$ cat src/rtl/mem_arb_fl_pkg.sv
// ----------------------------------------------------------------------------
// mem_arb_fl_pkg
// Shared definitions for the mem_arb_fl data-memory arbiter.
//   - Floating-point word layout (mantissa + exponent + sign) that sets the
//     memory data width.
//   - Arbiter FSM state encoding.
// No ports (package).
// ----------------------------------------------------------------------------
package mem_arb_fl_pkg;

    // Data word = mantissa + exponent + sign bit.
    localparam int NBMANT = 16;
    localparam int NBEXPO = 6;
    localparam int NBDATA = NBMANT + NBEXPO + 1;

    // Arbiter state: free round-robin arbitration, or ownership held by one requester.
    typedef enum logic {
        ARB  = 1'b0,
        LOCK = 1'b1
    } arb_state_e;

endpackage : mem_arb_fl_pkg

$ cat src/rtl/mem_arb_fl_rr_pick.sv
// ----------------------------------------------------------------------------
// rr_pick
// Combinational round-robin picker. Searches the valid vector starting at
// ptr_i+1 and wrapping modulo NREQ; the first valid index wins.
// Ports:
//   valid_i  in   NREQ          request valid vector
//   ptr_i    in   $clog2(NREQ)  index of the last winner
//   grant_o  out  NREQ          one-hot grant, zero when nothing is valid
//   idx_o    out  $clog2(NREQ)  binary index of the grant (0 when none)
// ----------------------------------------------------------------------------
module rr_pick #(
    parameter int NREQ = 4
) (
    input  logic [NREQ-1:0]         valid_i,
    input  logic [$clog2(NREQ)-1:0] ptr_i,
    output logic [NREQ-1:0]         grant_o,
    output logic [$clog2(NREQ)-1:0] idx_o
);

    localparam int IW = $clog2(NREQ);

    logic found;
    int   j;

    // NOTE: every variable assigned in this block gets a default first, so no
    // path leaves it unassigned and no latch is inferred.
    always_comb begin
        grant_o = '0;
        idx_o   = '0;
        found   = 1'b0;
        j       = 0;
        for (int k = 1; k <= NREQ; k++) begin
            j = int'(ptr_i) + k;
            if (j >= NREQ) begin
                j = j - NREQ;
            end
            if (!found && valid_i[j]) begin
                found      = 1'b1;
                grant_o[j] = 1'b1;
                idx_o      = IW'(j);
            end
        end
    end

endmodule : rr_pick

$ cat src/rtl/mem_arb_fl.sv
// ----------------------------------------------------------------------------
// mem_arb_fl
// Round-robin arbiter sharing one synchronous data-memory port among NREQ
// requesters, with optional locking for atomic multi-access sequences and a
// forced lock release after LOCKMAX cycles.
// Ports:
//   clk        in   1             clock
//   rst        in   1             asynchronous reset, active low
//   req_valid  in   NREQ          request valid per requester
//   req_wr     in   NREQ          1 = write, 0 = read
//   req_lock   in   NREQ          keep ownership after this access
//   req_addr   in   NREQ*MDATAW   address, slice i for requester i
//   req_wdata  in   NREQ*NBDATA   write data, slice i for requester i
//   req_ready  out  NREQ          combinational accept, one-hot or zero
//   rsp_valid  out  NREQ          read-data pulse, one-hot or zero
//   rsp_data   out  NBDATA        read data, qualified by rsp_valid
//   mem_wr     out  1             registered memory write enable
//   mem_addr   out  MDATAW        registered memory address
//   mem_wdata  out  NBDATA        registered memory write data
//   mem_rdata  in   NBDATA        memory read data, one cycle after mem_addr
// Timing: accept at edge t -> mem_* valid in the following cycle; a read's
// rsp_valid pulses one cycle later, while the RAM presents its registered data.
// ----------------------------------------------------------------------------
module mem_arb_fl
    import mem_arb_fl_pkg::*;
#(
    parameter int NREQ    = 4,
    parameter int MDATAW  = 9,
    parameter int NBDATA  = mem_arb_fl_pkg::NBDATA,
    parameter int LOCKMAX = 16
) (
    input  logic                     clk,
    input  logic                     rst,
    input  logic [NREQ-1:0]          req_valid,
    input  logic [NREQ-1:0]          req_wr,
    input  logic [NREQ-1:0]          req_lock,
    input  logic [NREQ*MDATAW-1:0]   req_addr,
    input  logic [NREQ*NBDATA-1:0]   req_wdata,
    output logic [NREQ-1:0]          req_ready,
    output logic [NREQ-1:0]          rsp_valid,
    output logic [NBDATA-1:0]        rsp_data,
    output logic                     mem_wr,
    output logic [MDATAW-1:0]        mem_addr,
    output logic [NBDATA-1:0]        mem_wdata,
    input  logic [NBDATA-1:0]        mem_rdata
);

    localparam int IW = $clog2(NREQ);
    localparam int CW = $clog2(LOCKMAX);

    // FSM and arbitration state
    arb_state_e      state_q, state_d;
    logic [IW-1:0]   ptr_q, ptr_d;
    logic [IW-1:0]   owner_q, owner_d;
    logic [CW-1:0]   cnt_q, cnt_d;

    // Issue registers
    logic              mem_wr_q, mem_wr_d;
    logic [MDATAW-1:0] mem_addr_q, mem_addr_d;
    logic [NBDATA-1:0] mem_wdata_q, mem_wdata_d;

    // Two-stage read tag pipe {valid, id}
    logic            tag1_vld_q, tag1_vld_d;
    logic [IW-1:0]   tag1_id_q, tag1_id_d;
    logic            tag2_vld_q;
    logic [IW-1:0]   tag2_id_q;

    // Picker and handshake
    logic [NREQ-1:0] pick_grant;
    logic [IW-1:0]   pick_idx;
    logic [NREQ-1:0] ready;
    logic [IW-1:0]   acc_idx;
    logic            accept;

    rr_pick #(.NREQ(NREQ)) u_pick (
        .valid_i (req_valid),
        .ptr_i   (ptr_q),
        .grant_o (pick_grant),
        .idx_o   (pick_idx)
    );

    // Grant generation. While locked only the owner can be accepted, and only
    // when it is actually valid, so ready never points at an idle requester.
    always_comb begin
        ready   = '0;
        acc_idx = pick_idx;
        if (!rst) begin
            ready = '0;
        end else if (state_q == ARB) begin
            ready = pick_grant;
        end else begin
            acc_idx        = owner_q;
            ready[owner_q] = req_valid[owner_q];
        end
    end

    assign req_ready = ready;
    assign accept    = |(req_valid & ready);

    // Next-state logic for the arbitration FSM.
    always_comb begin
        state_d = state_q;
        ptr_d   = ptr_q;
        owner_d = owner_q;
        cnt_d   = cnt_q;
        case (state_q)
            ARB: begin
                if (accept) begin
                    ptr_d = acc_idx;
                    if (req_lock[acc_idx]) begin
                        state_d = LOCK;
                        owner_d = acc_idx;
                        cnt_d   = '0;
                    end
                end
            end
            LOCK: begin
                // The counter runs whether or not the owner is using the port,
                // so an owner that goes quiet still loses the lock.
                cnt_d = cnt_q + CW'(1);
                if (accept) begin
                    ptr_d = acc_idx;
                end
                if ((cnt_q == CW'(LOCKMAX - 1)) || (accept && !req_lock[owner_q])) begin
                    state_d = ARB;
                    cnt_d   = '0;
                end
            end
            default: begin
                state_d = ARB;
            end
        endcase
    end

    // Issue and tag next-state. Address/data hold when idle; write enable is
    // a single-cycle pulse.
    always_comb begin
        mem_wr_d    = 1'b0;
        mem_addr_d  = mem_addr_q;
        mem_wdata_d = mem_wdata_q;
        tag1_vld_d  = 1'b0;
        tag1_id_d   = tag1_id_q;
        if (accept) begin
            mem_wr_d    = req_wr[acc_idx];
            mem_addr_d  = req_addr[int'(acc_idx)*MDATAW +: MDATAW];
            mem_wdata_d = req_wdata[int'(acc_idx)*NBDATA +: NBDATA];
            tag1_vld_d  = !req_wr[acc_idx];
            tag1_id_d   = acc_idx;
        end
    end

    // NOTE: sequential state uses non-blocking assignments so every register
    // samples its pre-edge value, independent of statement order.
    always_ff @(posedge clk or negedge rst) begin
        if (!rst) begin
            state_q <= ARB;
            ptr_q   <= IW'(NREQ - 1);
            owner_q <= '0;
            cnt_q   <= '0;
        end else begin
            state_q <= state_d;
            ptr_q   <= ptr_d;
            owner_q <= owner_d;
            cnt_q   <= cnt_d;
        end
    end

    // Datapath registers. Reset clears the tag pipe, which drops any read in
    // flight so no response follows a reset.
    always_ff @(posedge clk or negedge rst) begin
        if (!rst) begin
            mem_wr_q    <= 1'b0;
            mem_addr_q  <= '0;
            mem_wdata_q <= '0;
            tag1_vld_q  <= 1'b0;
            tag1_id_q   <= '0;
            tag2_vld_q  <= 1'b0;
            tag2_id_q   <= '0;
        end else begin
            mem_wr_q    <= mem_wr_d;
            mem_addr_q  <= mem_addr_d;
            mem_wdata_q <= mem_wdata_d;
            tag1_vld_q  <= tag1_vld_d;
            tag1_id_q   <= tag1_id_d;
            tag2_vld_q  <= tag1_vld_q;
            tag2_id_q   <= tag1_id_q;
        end
    end

    assign mem_wr    = mem_wr_q;
    assign mem_addr  = mem_addr_q;
    assign mem_wdata = mem_wdata_q;

    // Response decode from the registered second tag stage. The RAM's own
    // output register supplies the data in the same cycle.
    always_comb begin
        rsp_valid = '0;
        if (tag2_vld_q) begin
            rsp_valid[tag2_id_q] = 1'b1;
        end
    end

    assign rsp_data = mem_rdata;

endmodule : mem_arb_fl
$ cat config.mk
export PLATFORM = sky130hd
export DESIGN_NAME = mem_arb_fl
export DESIGN_NICKNAME = d
export VERILOG_FILES = /design/src/rtl/mem_arb_fl_pkg.sv /design/src/rtl/mem_arb_fl_rr_pick.sv /design/src/rtl/mem_arb_fl.sv
export SDC_FILE = /design/constraint.sdc
export NUM_CORES = 1
export LEC_CHECK = 0
export CAP_MARGIN = 30
export CORE_AREA = 2 2 116 118
export CTS_BUF_LIST = sky130_fd_sc_hd__clkbuf_4 sky130_fd_sc_hd__clkbuf_8
export DETAILED_ROUTE_END_ITERATION = 16
export DIE_AREA = 0 0 118 120
export PLACE_DENSITY = 0.66
export SETUP_SLACK_MARGIN = 0.15
export SLEW_MARGIN = 15
export SYNTH_ARGS = -nofsm -noshare
export SYNTH_HDL_FRONTEND = slang
export SYNTH_SLANG_ARGS = --single-unit
export TNS_END_PERCENT = 20
$ cat constraint.sdc
create_clock -name clk -period 8.8 [get_ports clk]
set_clock_uncertainty 0.05 [all_clocks]
set_input_delay 1.32 -clock clk [delete_from_list [all_inputs] [get_ports clk]]
set_output_delay 1.32 -clock clk [all_outputs]
set_load 0.1 [all_outputs]
# == Word level (Yosys, flattened, before mapping) ==
# Index checks and enable logic that the tools add are counted.
# word_totals
latchBits,0
wordCells,132
rom_bits,0
ram_bits,0
mem_count,0
ff_bits,48
# classes
multipliers,2
add_sub_neg,9
n_mux,63
div,0
n_shift,2
n_reduce_logical,19
eq_ne,3
bitwise_logic,6
magnitude_cmp,17
# ops
cell,n
"32-bit by 1-bit greater-or-equal comparator with 1-bit output, second input constant",4
"32-bit by 4-bit greater-or-equal comparator with 1-bit output, second input constant",4
"32-bit by 4-bit less-than comparator with 1-bit output, second input constant",4
32-bit 2-to-1 mux,4
"32-bit by 4-bit subtractor with 32-bit output, second input constant",4
92-bit by 8-bit variable part select with 23-bit output,1
4-bit 2-to-1 mux,10
36-bit by 7-bit variable part select with 9-bit output,1
1-bit 2-to-1 mux,26
1-bit binary-select mux with 2-bit select,8
2-bit 2-to-1 mux,7
1-bit demux with 2-bit select,6
4-bit OR,3
1-bit logical AND,10
"2-bit by 3-bit less-than comparator with 1-bit output, second input constant",3
4-bit bitwise AND,2
4-bit one-hot mux with 2 select lines,1
"2-bit by 5-bit multiplier with 7-bit output, second input constant",1
"2-bit by 2-bit adder with 3-bit output, second input constant",2
"2-bit by 4-bit multiplier with 6-bit output, second input constant",1
1-bit logical NOT,5
"2-bit by 3-bit adder with 4-bit output, second input constant",1
"4-bit by 1-bit adder with 4-bit output, second input constant",1
"4-bit == test, second input constant",1
10 further kinds,11

# == Longest topological paths before layout ==
# logic_depth
word_depth,24
ltp_mapped,14

# == Hierarchy ==
# Synthesis repeated with hierarchy kept, for this count alone.
# unflattened
hier_cells,332
area_unflattened_um2,3549.7
# modules_own_cells
mod,instances,area_per_inst_um2,cells_per_inst,seq_area_each_um2
mem_arb_fl,1,3106.7,289,1203.7
rr_pick,1,442.9,43,0.0

# == Worst setup path after synthesis ==
# No wires, ideal clock.
# synth_path
kind,register to output
start,register ptr_q[0]
end,output req_ready[3]
t_arrival_ps,3938
path_stages_with_launch,11
slack_ps,3492
path_buffers,3
path_cell_list,dfstp_2 buf_6 clkbuf_1 inv_1 ha_1 buf_2 mux4_2 a22o_1 a21oi_1 a41oi_1 nor2b_1
# synth_between
elab_chain_cells,18
word_cells_on_any_way,66
# synth_rtl
element,line_no,source
"start, declared",mem_arb_fl.sv:53,"logic [IW-1:0] ptr_q, ptr_d;"
"start signal, assigned",mem_arb_fl.sv:157,ptr_q <= IW'(NREQ - 1);
"start signal, assigned",mem_arb_fl.sv:162,ptr_q <= ptr_d;
"parallel branches: the longest is 15 deep, another holds 32-bit by 4-bit subtractor with 32-bit output",--,
4-bit 2-to-1 mux *,mem_arb_fl_rr_pick.sv:37,if (!found && valid_i[j]) begin
4-bit 2-to-1 mux *,mem_arb_fl.sv:89,end else if (state_q == ARB) begin
4-bit 2-to-1 mux *,mem_arb_fl.sv:87,if (!rst) begin
"end, declared",mem_arb_fl.sv:39,"output logic [NREQ-1:0] req_ready,"
# Mark *: on every way between the ends. The select of a mux whose other input is x is not followed.

# == Worst setup path after layout ==
# layout_path
start,input req_valid[3]
end,output req_ready[3]
# layout_between
elab_chain_cells,15
word_cells_on_any_way,33
# layout_rtl
element,line_no,source
"start, declared",mem_arb_fl.sv:34,"input logic [NREQ-1:0] req_valid,"
1-bit binary-select mux with 2-bit select,mem_arb_fl_rr_pick.sv:37,
1-bit 2-to-1 mux (implied by the code) (2 in series),mem_arb_fl_rr_pick.sv:37,
1-bit 2-to-1 mux,mem_arb_fl_rr_pick.sv:37,
1-bit logical NOT,mem_arb_fl_rr_pick.sv:37,
1-bit logical AND,mem_arb_fl_rr_pick.sv:37,
1-bit 2-to-1 mux,mem_arb_fl_rr_pick.sv:37,
1-bit logical NOT,mem_arb_fl_rr_pick.sv:37,
1-bit logical AND,mem_arb_fl_rr_pick.sv:37,
1-bit 2-to-1 mux,mem_arb_fl_rr_pick.sv:37,
1-bit logical NOT,mem_arb_fl_rr_pick.sv:37,
1-bit logical AND,mem_arb_fl_rr_pick.sv:37,
4-bit 2-to-1 mux,mem_arb_fl_rr_pick.sv:37,
4-bit 2-to-1 mux *,mem_arb_fl.sv:89,
4-bit 2-to-1 mux *,mem_arb_fl.sv:87,
# Every way passes the cells marked *; elsewhere a longest branch is shown, timed or not. The select of a mux whose other input is x is not followed.

==> results.yml <==
synthesis:
  yosysMostFrequentCell: "dfrtp_1"
  syn_inst: 325
  syn-num-nets: 499
  yosys_warnings: 0
  synthArstFlopShare_pct: 100.0
  synth_area_sq_um: 3812
  synth.area.top_cells: "dfrtp_1 (30%), mux4_2 (21%), mux2_2 (11%), buf_4 (4.9%), ha_1 (3.0%)"
  yosysUniqueCellTypes: 58
  synth.avg_cell_area_sq_um: 11.73
  ys_top_cells_by_count: "dfrtp_1 (46), mux2_2 (36), mux4_2 (36), buf_4 (25), nand2_1 (21)"
  ys_seq_area_share_pct: 31.57
  synth_edf_count: 0
  synth_top_area_share_pct: 30.19
  yosysTopAreaCell: "dfrtp_1"
  yosys_register_bits: 48
  ys.flop_type: "dfrtp_1"
detailed_routing:
  via_per_inst: 5.045
  ant_nets: 0
  initialDrtViolationCount: 118
  routed-via-count: 3264
  wl_per_cell_microns: 17.87
  first_pass_iters: 4
  wl_mm: 11.56
  drcViolationCount: 0
floorplanning:
  rows: 42
  start_util_pct: 29.37
  die_w_microns: 118
  boundaryPins: 229
  core-area_sq_um: 12980
  chipHeight_microns: 120
  dieArea_sq_um: 14160
setup_path:
  r2r_slack_ns: 4.81
  reg2reg_depth: 10
  end_kind: "output port"
  reg2reg_to: "owner_q[0]"
  crit_fanout: 15
  cp_data_required_time_ns: 7.43
  startpoint_type: "primary input"
  cp-endpoint: "req_ready[3]"
  reg2reg_from: "ptr_q[0]"
  worstSetupPathType: "in2out"
  critPathLaunch: "req_valid[3]"
  crit_arrival_ns: 4.70
clock_network:
  clk-insertion-delay-late_ns: 0.30
  cts_tree: "done"
  htree_num_levels: 2
  postCtsSetupRepairBufs: 0
  cts_made_buffers: 5
  cts_root_buf: "clkbuf_8"
  ctsHoldBuffers: 0
  cts.sinks: 48
  cts_max_path_buffers: 2
  path_clk_slew_ns: 0.09
  cts_resized: 0
power_and_ir_drop:
  power_leakage_nw: 2.139
  p_per_area_nw_per_um2: 478.6
  power_mw: 2.720
  irDropWorstVdd_mv: 0.2581
final_layout:
  drive_gt1_share_pct: 20.38
  nNetsFinal: 644
  finish.instance_area_sq_um: 5683
  antenna_cells: 0
  syn2layout_area_growth_pct: 49.06
job:
  drv_cap: 0
placed_design:
  portBuffers: 182
  gp_congestion: 0.8934
  hpwl_mm: 9.162
  place_area_sq_um: 5562
  dpl_worst_slack_ns: 2.757
global_route:
  grt_overflow: 0
  grt_max_degree: 62
  grt.total_usage_pct: 16.36
  grt_pass1_vias: 3419
  antenna_found_initial: 0
  grt_pass1_wl_mm: 18.41
timing:
  period_needed_ns: 6.068
  setup_viol: 0
  tightestPinTransition_ns: 1.014
  period_share_pct: 68.95
  setup_slack_ns: 2.732
  drv_slew: 0
  rsz0062_at_grt: "false"
  slew_headroom_pct: 32.19
  fmax_mhz: 164.8
  final_hold_viol_count: 0
  setup_tns_ns: 0
run_status:
  outcome: "finished, final reports clean"
min_path:
  min_path_type: "reg2reg"
==> flip-flops by register name (all words and copies together) (netlist names) <==
signal      count
tag2_vld_q      1
tag2_id_q       2
mem_addr        9
cnt_q           4
tag1_vld_q      1
owner_q         2
mem_wr          1
mem_wdata      23
ptr_q           2
state_q         1
tag1_id_q       2
==> layer usage <==
layer,GRT usage [%],share of wire (%)
met1,18.77,37
met2,28.31,51
met3,5.751,8.6
met4,5.723,2.5
met5,0,0
==> worst min-delay path by stage <==
| stage | from | to | depth (start not counted) |
|---|---|---|---|
| 3_5_place_dp | tag1_vld_q | tag2_vld_q | 0 |
| 3_3_place_gp | tag1_vld_q | tag2_vld_q | 0 |
| 5_1_grt | tag1_vld_q | tag2_vld_q | 0 |
| 2_1_floorplan | tag1_vld_q | tag2_vld_q | 0 |
| 6_report | tag1_vld_q | tag2_vld_q | 0 |
| 4_1_cts | tag1_vld_q | tag2_vld_q | 0 |
==> per-stage QoR <==
stage | hold WS [ns] | util (%) | std cells
finish | 0.3119 | 43.78 | 647
global route | 0.3322 | 43.78 | 647
CTS | 0.3168 | 43.78 | 647
detailed placement | 0.2941 | 42.85 | 639
global placement | 0.2926 | 42.85 | 639
floorplan | 0.2812 | - | 325
==> layout make-up <==
type / instances / area [sq um]
Clock buffer: 6 / 82.58
Clock inverter: 2 / 38.79
Fill cell: 1253 / 7297
Inverter: 7 / 26.28
Multi-Input combinational cell: 222 / 2265
Sequential cell: 48 / 1204
Tap cell: 176 / 220.2
Timing Repair Buffer: 186 / 1847
==> critical path, stage by stage <==
cell	delay (ns)
clkdlybuf4s50_1	0.68
or3b_1	0.47
a2111o_1	0.43
nand3_1	0.22
nand2_1	0.09
a21oi_1	0.15
a41oi_1	0.06
nor2b_1	0.14
clkdlybuf4s50_1	1.14
==> logic make-up (layout without fill, tap and decap cells) <==
| group | count (synthesis) | after routing | share of synthesized area (%) |
|---|---|---|---|
| AOI/OAI and AO/OA | 59 | 59 | 11.88 |
| adders and majority gates | 9 | 9 | 2.954 |
| buffers and inverters | 55 | 201 | 9.189 |
| DFF | 48 | 48 | 31.57 |
| muxes | 78 | 78 | 33.51 |
| and+or+nand+nor | 76 | 76 | 10.90 |
==> cell usage in the layout, fill, tap and decap left out, types with 5 or more instances in the layout <==
cell type	n
nor3b_1	5
clkdlybuf4s50_1	181
nand3_1	7
inv_1	7
ha_1	9
mux2i_1	5
nor2b_1	6
nand2_1	21
clkbuf_8	6
dfrtp_1	46
mux2_2	36
a21oi_1	9
nand2b_1	6
nor2_1	12
mux4_2	36
o21ai_0	10
==> power breakdown <==
part	internal, mW	total, mW	switching, mW
registers	0.346	0.437	0.0914
logic	0.833	2.11	1.28
clock network	0.0930	0.169	0.0759
total	1.27	2.72	1.45
(Power assumes the default switching activity.)
